==> config.mk <==
export PLATFORM = sky130hd
export DESIGN_NAME = rock_sequencer_flat
export DESIGN_NICKNAME = d
export VERILOG_FILES = /design/src/rtl/rock_pkg.sv /design/src/rtl/rock_sequencer_if.sv /design/src/rtl/rock_tick_timer.sv /design/src/rtl/rock_sequencer.sv /design/src/flat_wrapper.sv
export SDC_FILE = /design/constraint.sdc
export NUM_CORES = 1
export LEC_CHECK = 0
export ABC_AREA = 1
export BUFFER_PORTS_ARGS = -buffer_cell sky130_fd_sc_hd__buf_2
export CORE_ASPECT_RATIO = 0.7
export CORE_UTILIZATION = 60
export CTS_CLUSTER_SIZE = 14
export DETAILED_ROUTE_END_ITERATION = 12
export MAX_ROUTING_LAYER = met4
export PLACE_DENSITY = 0.83
export SYNTH_ARGS = -nofsm -noshare
export SYNTH_HDL_FRONTEND = slang
export SYNTH_SLANG_ARGS = --single-unit
==> constraint.sdc <==
create_clock -name slow -period 2.9 [get_ports slow]
set_input_delay 0.145 -clock slow [delete_from_list [all_inputs] [get_ports slow]]
set_output_delay 0.145 -clock slow [all_outputs]
set_load 0.02 [all_outputs]
==> src/rtl/rock_pkg.sv <==
// Shared definitions for the cradle rocking controller and the motor driver.
package rock_pkg;

  localparam int LEVEL_W_DEF   = 3;
  localparam int MAX_LEVEL_DEF = 7;

  typedef enum logic [2:0] {
    ST_IDLE   = 3'd0,
    ST_CMD    = 3'd1,
    ST_SETTLE = 3'd2,
    ST_EVAL   = 3'd3,
    ST_ALARM  = 3'd4
  } rock_state_e;

endpackage

==> src/rtl/rock_sequencer_if.sv <==
// Level command channel from the rocking sequencer to the motor driver.
interface rock_sequencer_if #(
  parameter int LEVEL_W = rock_pkg::LEVEL_W_DEF
);
  logic               cmd_valid;
  logic [LEVEL_W-1:0] cmd_level;
  logic               cmd_ready;

  modport master (output cmd_valid, output cmd_level, input cmd_ready);
  modport slave  (input cmd_valid, input cmd_level, output cmd_ready);
endinterface

==> src/rtl/rock_tick_timer.sv <==
// Loadable saturating down-counter on the slow tick; done while the count is zero.
module rock_tick_timer #(
  parameter int W = 5
) (
  input  logic         slow,
  input  logic         resetSlower,
  input  logic         load_i,
  input  logic         en_i,
  input  logic [W-1:0] load_val_i,
  output logic         done_o
);
  logic [W-1:0] cnt_q;

  always_ff @(posedge slow or posedge resetSlower) begin
    if (resetSlower) begin
      cnt_q <= '0;
    end else if (load_i) begin
      cnt_q <= load_val_i;
    end else if (en_i && cnt_q != '0) begin
      cnt_q <= cnt_q - W'(1);
    end
  end

  assign done_o = (cnt_q == '0);
endmodule

==> src/rtl/rock_sequencer.sv <==
// Closed-loop cradle rocking controller: steps motor intensity from heart-rate trends
// and raises an alarm when maximum intensity or a dead sensor leaves the baby uncalmed.
module rock_sequencer
  import rock_pkg::*;
#(
  parameter int LEVEL_W      = LEVEL_W_DEF,
  parameter int MAX_LEVEL    = MAX_LEVEL_DEF,
  parameter int START_LEVEL  = 3,
  parameter int SETTLE_TICKS = 16,
  parameter int CALM_LIMIT   = 4
) (
  input  logic       slow,
  input  logic       resetSlower,
  input  logic       start,
  input  logic       stop,
  input  logic [5:0] hart,
  input  logic       gelijkPuls,
  input  logic       gedaald,
  input  logic       error,
  input  logic       alarm_ack,
  rock_sequencer_if.master cmd_if,
  output logic       rocking,
  output logic       alarm
);
  localparam int TMR_W  = $clog2(SETTLE_TICKS + 1);
  localparam int CALM_W = $clog2(CALM_LIMIT + 1);
  localparam logic [LEVEL_W-1:0] MAX_L   = LEVEL_W'(MAX_LEVEL);
  localparam logic [LEVEL_W-1:0] START_L = LEVEL_W'(START_LEVEL);
  localparam logic [CALM_W-1:0]  CALM_TOP = CALM_W'(CALM_LIMIT - 1);
  localparam logic [TMR_W-1:0]   SETTLE_LOAD = TMR_W'(SETTLE_TICKS - 1);

  rock_state_e        state_q;
  logic [LEVEL_W-1:0] level_q;
  logic [LEVEL_W-1:0] cmd_level_q;
  logic               cmd_valid_q;
  logic               abort_q;
  logic [CALM_W-1:0]  calm_q;
  logic               hart_zero_q;
  logic               rocking_q;
  logic               alarm_q;

  logic               hs;
  logic               sensor_fault;
  logic               settle_done;
  logic [LEVEL_W-1:0] level_dn;
  logic [LEVEL_W-1:0] level_up;

  assign hs           = cmd_valid_q & cmd_if.cmd_ready;
  assign sensor_fault = (state_q != ST_IDLE) && (hart == 6'd0) && hart_zero_q;
  assign level_dn     = (level_q == '0) ? '0 : level_q - LEVEL_W'(1);
  assign level_up     = level_q + LEVEL_W'(1);

  // Timer reloads whenever we are outside SETTLE, so every entry starts a full window.
  rock_tick_timer #(.W(TMR_W)) u_settle (
    .slow        (slow),
    .resetSlower (resetSlower),
    .load_i      (state_q != ST_SETTLE),
    .en_i        (state_q == ST_SETTLE),
    .load_val_i  (SETTLE_LOAD),
    .done_o      (settle_done)
  );

  always_ff @(posedge slow or posedge resetSlower) begin
    if (resetSlower) begin
      state_q     <= ST_IDLE;
      level_q     <= '0;
      cmd_level_q <= '0;
      cmd_valid_q <= 1'b0;
      abort_q     <= 1'b0;
      calm_q      <= '0;
      hart_zero_q <= 1'b0;
      rocking_q   <= 1'b0;
      alarm_q     <= 1'b0;
    end else begin
      hart_zero_q <= (state_q != ST_IDLE) && (hart == 6'd0);
      case (state_q)
        ST_IDLE: begin
          if (!stop && (start || (gelijkPuls && gedaald))) begin
            cmd_level_q <= START_L;
            cmd_valid_q <= 1'b1;
            state_q     <= ST_CMD;
          end
        end
        ST_CMD: begin
          if (hs) begin
            level_q   <= cmd_level_q;
            rocking_q <= (cmd_level_q != '0);
            calm_q    <= '0;
            abort_q   <= 1'b0;
            // A stop seen while a nonzero command was in flight becomes a follow-up zero command.
            if ((stop || abort_q) && cmd_level_q != '0) begin
              cmd_level_q <= '0;
            end else begin
              cmd_valid_q <= 1'b0;
              if (cmd_level_q == '0) begin
                state_q <= ST_IDLE;
              end else if (sensor_fault) begin
                alarm_q <= 1'b1;
                state_q <= ST_ALARM;
              end else begin
                state_q <= ST_SETTLE;
              end
            end
          end else if (stop) begin
            abort_q <= 1'b1;
          end
        end
        ST_SETTLE: begin
          if (stop) begin
            cmd_level_q <= '0;
            cmd_valid_q <= 1'b1;
            state_q     <= ST_CMD;
          end else if (sensor_fault) begin
            alarm_q <= 1'b1;
            state_q <= ST_ALARM;
          end else if (settle_done) begin
            state_q <= ST_EVAL;
          end
        end
        ST_EVAL: begin
          if (stop) begin
            cmd_level_q <= '0;
            cmd_valid_q <= 1'b1;
            state_q     <= ST_CMD;
          end else if (sensor_fault) begin
            alarm_q <= 1'b1;
            state_q <= ST_ALARM;
          end else if (gelijkPuls) begin
            // gedaald outranks error: soothing harder is the safer mistake.
            if (gedaald) begin
              if (level_q < MAX_L) begin
                cmd_level_q <= level_up;
                cmd_valid_q <= 1'b1;
                calm_q      <= '0;
                state_q     <= ST_CMD;
              end else begin
                alarm_q <= 1'b1;
                state_q <= ST_ALARM;
              end
            end else if (error || calm_q >= CALM_TOP) begin
              cmd_level_q <= level_dn;
              cmd_valid_q <= 1'b1;
              calm_q      <= '0;
              state_q     <= ST_CMD;
            end else begin
              calm_q <= calm_q + CALM_W'(1);
            end
          end
        end
        ST_ALARM: begin
          if (alarm_ack) begin
            alarm_q <= 1'b0;
            state_q <= ST_SETTLE;
          end
        end
        default: state_q <= ST_IDLE;
      endcase
    end
  end

  assign cmd_if.cmd_valid = cmd_valid_q;
  assign cmd_if.cmd_level = cmd_level_q;
  assign rocking          = rocking_q;
  assign alarm            = alarm_q;
endmodule

==> src/flat_wrapper.sv <==
// flat-port wrapper written by rule: the top's interface ports become plain ports
module rock_sequencer_flat import rock_pkg::*;
#(
  parameter int LEVEL_W      = LEVEL_W_DEF,
  parameter int MAX_LEVEL    = MAX_LEVEL_DEF,
  parameter int START_LEVEL  = 3,
  parameter int SETTLE_TICKS = 16,
  parameter int CALM_LIMIT   = 4
)
  (slow, resetSlower, start, stop, hart, gelijkPuls, gedaald, error, alarm_ack, rocking, alarm, cmd_if_cmd_valid, cmd_if_cmd_level, cmd_if_cmd_ready);
  rock_sequencer_if #(.LEVEL_W(LEVEL_W)) cmd_if_i ();
  input  logic slow;
  input  logic resetSlower;
  input  logic start;
  input  logic stop;
  input  logic [5:0] hart;
  input  logic gelijkPuls;
  input  logic gedaald;
  input  logic error;
  input  logic alarm_ack;
  output logic rocking;
  output logic alarm;
  output wire logic [$bits(cmd_if_i.cmd_valid)-1:0] cmd_if_cmd_valid;
  output wire logic [$bits(cmd_if_i.cmd_level)-1:0] cmd_if_cmd_level;
  input wire logic [$bits(cmd_if_i.cmd_ready)-1:0] cmd_if_cmd_ready;
  assign cmd_if_cmd_valid = cmd_if_i.cmd_valid;
  assign cmd_if_cmd_level = cmd_if_i.cmd_level;
  assign cmd_if_i.cmd_ready = cmd_if_cmd_ready;
  rock_sequencer #(.LEVEL_W(LEVEL_W), .MAX_LEVEL(MAX_LEVEL), .START_LEVEL(START_LEVEL), .SETTLE_TICKS(SETTLE_TICKS), .CALM_LIMIT(CALM_LIMIT)) u_core (.slow(slow), .resetSlower(resetSlower), .start(start), .stop(stop), .hart(hart), .gelijkPuls(gelijkPuls), .gedaald(gedaald), .error(error), .alarm_ack(alarm_ack), .cmd_if(cmd_if_i), .rocking(rocking), .alarm(alarm));
endmodule
==> qor.yml <==
critical_path:
  crit_top_cell: "ha_1"
  crit_slowest_cell: "nor4_1"
  critPathMaxStageDelay_ns: 0.47
  worstPathRequired_ns: 3.16
  path_class: "reg2reg"
  timing.rr.start: "u_core.calm_q[0]"
  r2r_cells: 5
  arrival_ns: 1.94
  worstSetupStartpointType: "flip-flop"
  path_cells: "ha_1 -> ha_1 -> nor4_1 -> nand2_1 -> o21ai_0"
  r2r_setup_slack_ns: 1.23
  endpoint_kind: "flip-flop"
  r2r_end: "u_core.calm_q[2]"
  path_max_fanout: 4
grt:
  busiest_layer: "met2"
  met2_usage: 0.4796
  grt_use_met1: 0.3842
  grtUsageTotal: 0.3040
  grt_pass1_wl_um: 5651
  grt_pass1_vias: 1314
  grt_antenna_before_repair: 0
  grt_overflow: 0
  grt_max_degree: 23
  use_met3: 0.07761
power_and_ir_drop:
  power.density_nw_per_um2: 830.8
  power.leakage_nw: 0.9287
  peakVddDrop_mv: 0.4680
logic_synthesis:
  ys.flop_type: "dfrtp_1"
  syn-num-nets: 248
  synth.largest_area_cell: "dfrtp_1"
  seq_area_frac_synth: 0.3664
  async_flop_share: 1.000
  netlist_instances: 226
  synth_common_cells: "67 x nand2_1, 33 x inv_1, 26 x nor2_1"
  synth_area_leaders: "dfrtp_1 37%, nand2_1 17%, inv_1 8.2%"
  synth_top_area_frac: 0.3664
  ys_seq_elements: 22
  yosys_warnings: 0
  yosysMostFrequentCell: "nand2_1"
  syn_avg_cell_area_um2: 6.649
  synth_enable_flop_cells: 0
  synth_cell_types: 22
  mappedNetlistArea_um2: 1503
floorplanning:
  core_area_um2: 2260
  dieHeight_um: 43.87
  dieArea_um2: 2712
  die_w_um: 61.82
  io_pins: 21
  rows: 14
  initial_core_util: 0.6650
timing:
  fin_crit_sh: 0.5773
  tightest_slew_ns: 0.8390
  fin_crit_ns: 1.674
  fmax_mhz: 597.3
  maxSlewViolCount: 0
  finalClockSkew_ns: 0.01695
  rsz0062_at_grt: "false"
  setup_tns_ns: 0
  timing_hold_violations_final: 0
  finalSetupViolations: 0
  slew_headroom: 0.4401
  finalWorstSetupSlack_ns: 1.226
clock_tree:
  cts_buffers: 3
  htree_levels: 1
  postCtsHoldBufs: 1
  path_clk_slew_ns: 0.13
  clk_path_buf_depth: 2
  cts_tree: "built"
  clkLatencyLatePin_ns: 0.33
  post_cts.repair.setup_buffers: 0
  cts.sinks: 22
  cts_resized: 0
  cts_root_buffer: "clkbuf_4"
placed_design:
  io_buffers: 20
  dp_hpwl_um: 2785
  pre_cts_ws_ns: 1.216
  place_congestion: 0.9553
route:
  via_per_inst: 5.418
  dr_total_vias: 1528
  remaining_drc_errors: 0
  dr.pass1.iters: 5
  drt_wl_total_um: 3615
  drt_iter0_markers: 160
  detail-route-antenna-nets: 0
  wl_per_cell_um: 12.82
worst_hold_path:
  min_to: "u_core.state_q[2]"
  hp-class: "in2reg"
  hold_depth: 4
  hp-start: "alarm_ack"
final_layout:
  fin_util: 0.7525
  areaGrowthSynthToFinish_pct: 13.16
  diodes: 0
  drive_gt1_frac: 0.1440
  nets: 273
status:
  status: "completed"
run:
  cap_viol_max_count: 0
-- kinds of logic (layout without fill, tap and decap cells) --
group           count (synthesis)  count (layout)  synth area share
simple gates                  124             124            0.3530
buf+inv                        37              61           0.09325
compound gates                 35              35            0.1232
flops                          22              22            0.3664
fa+ha+maj                       7               7           0.05828
xor+xnor                        1               1          0.005830
-- worst max path at each step --
stage,slack (ns),end,from,cells past startpoint
final,1.23,u_core.calm_q[2],u_core.calm_q[0],5
after global placement,1.39,u_core.alarm,u_core.state_q[1],8
after CTS,1.23,u_core.calm_q[0],u_core.calm_q[0],5
after global routing,1.11,u_core.calm_q[2],u_core.calm_q[0],5
after detailed placement,1.22,u_core.calm_q[2],u_core.calm_q[0],5
after floorplan,1.45,u_core.calm_q[0],u_core.calm_q[0],5
-- layout by cell type, fill, tap and decap left out --
cell type / Yosys / final
dlygate4sd3_1: 0 / 1
nand3_1: 20 / 20
nor2_1: 26 / 26
o211ai_1: 3 / 3
o21ai_1: 1 / 1
or2_2: 1 / 1
nor2_4: 1 / 1
inv_2: 3 / 3
a21oi_1: 10 / 10
nor2_2: 1 / 1
clkbuf_4: 0 / 3
buf_2: 0 / 20
o22ai_1: 1 / 1
ha_1: 7 / 7
dfrtp_1: 22 / 22
nor4_1: 1 / 1
inv_1: 33 / 33
nand4_1: 1 / 1
o21ai_0: 19 / 19
nand3_2: 2 / 2
xnor2_1: 1 / 1
a31oi_1: 1 / 1
bufinv_16: 0 / 1
nand2_2: 4 / 4
nand2_1: 67 / 67
-- metrics by stage --
stage	std cells	power [mW]	hold slack (ns)	area, um2
2_1_floorplan	226	0.9703	0.1342	1503
3_3_place_gp	277	1.120	0.3292	1638
3_5_place_dp	277	1.153	0.3426	1638
6_report	282	1.413	0.09985	1700
4_1_cts	282	1.397	0.09698	1700
5_1_grt	282	1.532	0.1084	1700
-- critical path, delay by kind of cell (launching register included) --
family,cells,cell delay (ns)
flip-flops,1,0.43
adder cells (fa/ha/maj),2,0.43
AND/OR/NAND/NOR,2,0.59
AO/OA/AOI/OAI,1,0.18
-- state kept, by name, indices dropped and copies added, names as in the netlist --
name                     flops
u_core.abort_q               1
u_core.alarm                 1
u_core.calm_q                3
u_core.cmd_if.cmd_level      3
u_core.cmd_if.cmd_valid      1
u_core.hart_zero_q           1
u_core.level_q               3
u_core.rocking               1
u_core.state_q               3
u_core.u_settle.cnt_q        5
-- area by class of cell --
class | count | area [um2]
clock buffers | 3 | 22.52
clock inverters | 1 | 30.03
fillers | 176 | 559.3
inverters | 36 | 135.1
multi-input cells | 167 | 812.0
flip-flops and latches | 22 | 550.5
well taps | 32 | 40.04
repair buffers | 21 | 110.1
-- metal layers --
layer,vias up,part of all wire
li1,762,-
met1,689,0.44
met2,68,0.46
met3,9,0.084
met4,0,0.018
met5,-,0
-- power breakdown --
part / switching (mW) / internal, mW / total [mW] / leakage, nW
sequential: 0.0716 / 0.386 / 0.458 / 0.269
combinational: 0.483 / 0.232 / 0.715 / 0.631
clock: 0.100 / 0.140 / 0.240 / 0.0279
total: 0.655 / 0.758 / 1.41 / 0.929
Note: power is estimated with default switching activity, not from simulation.
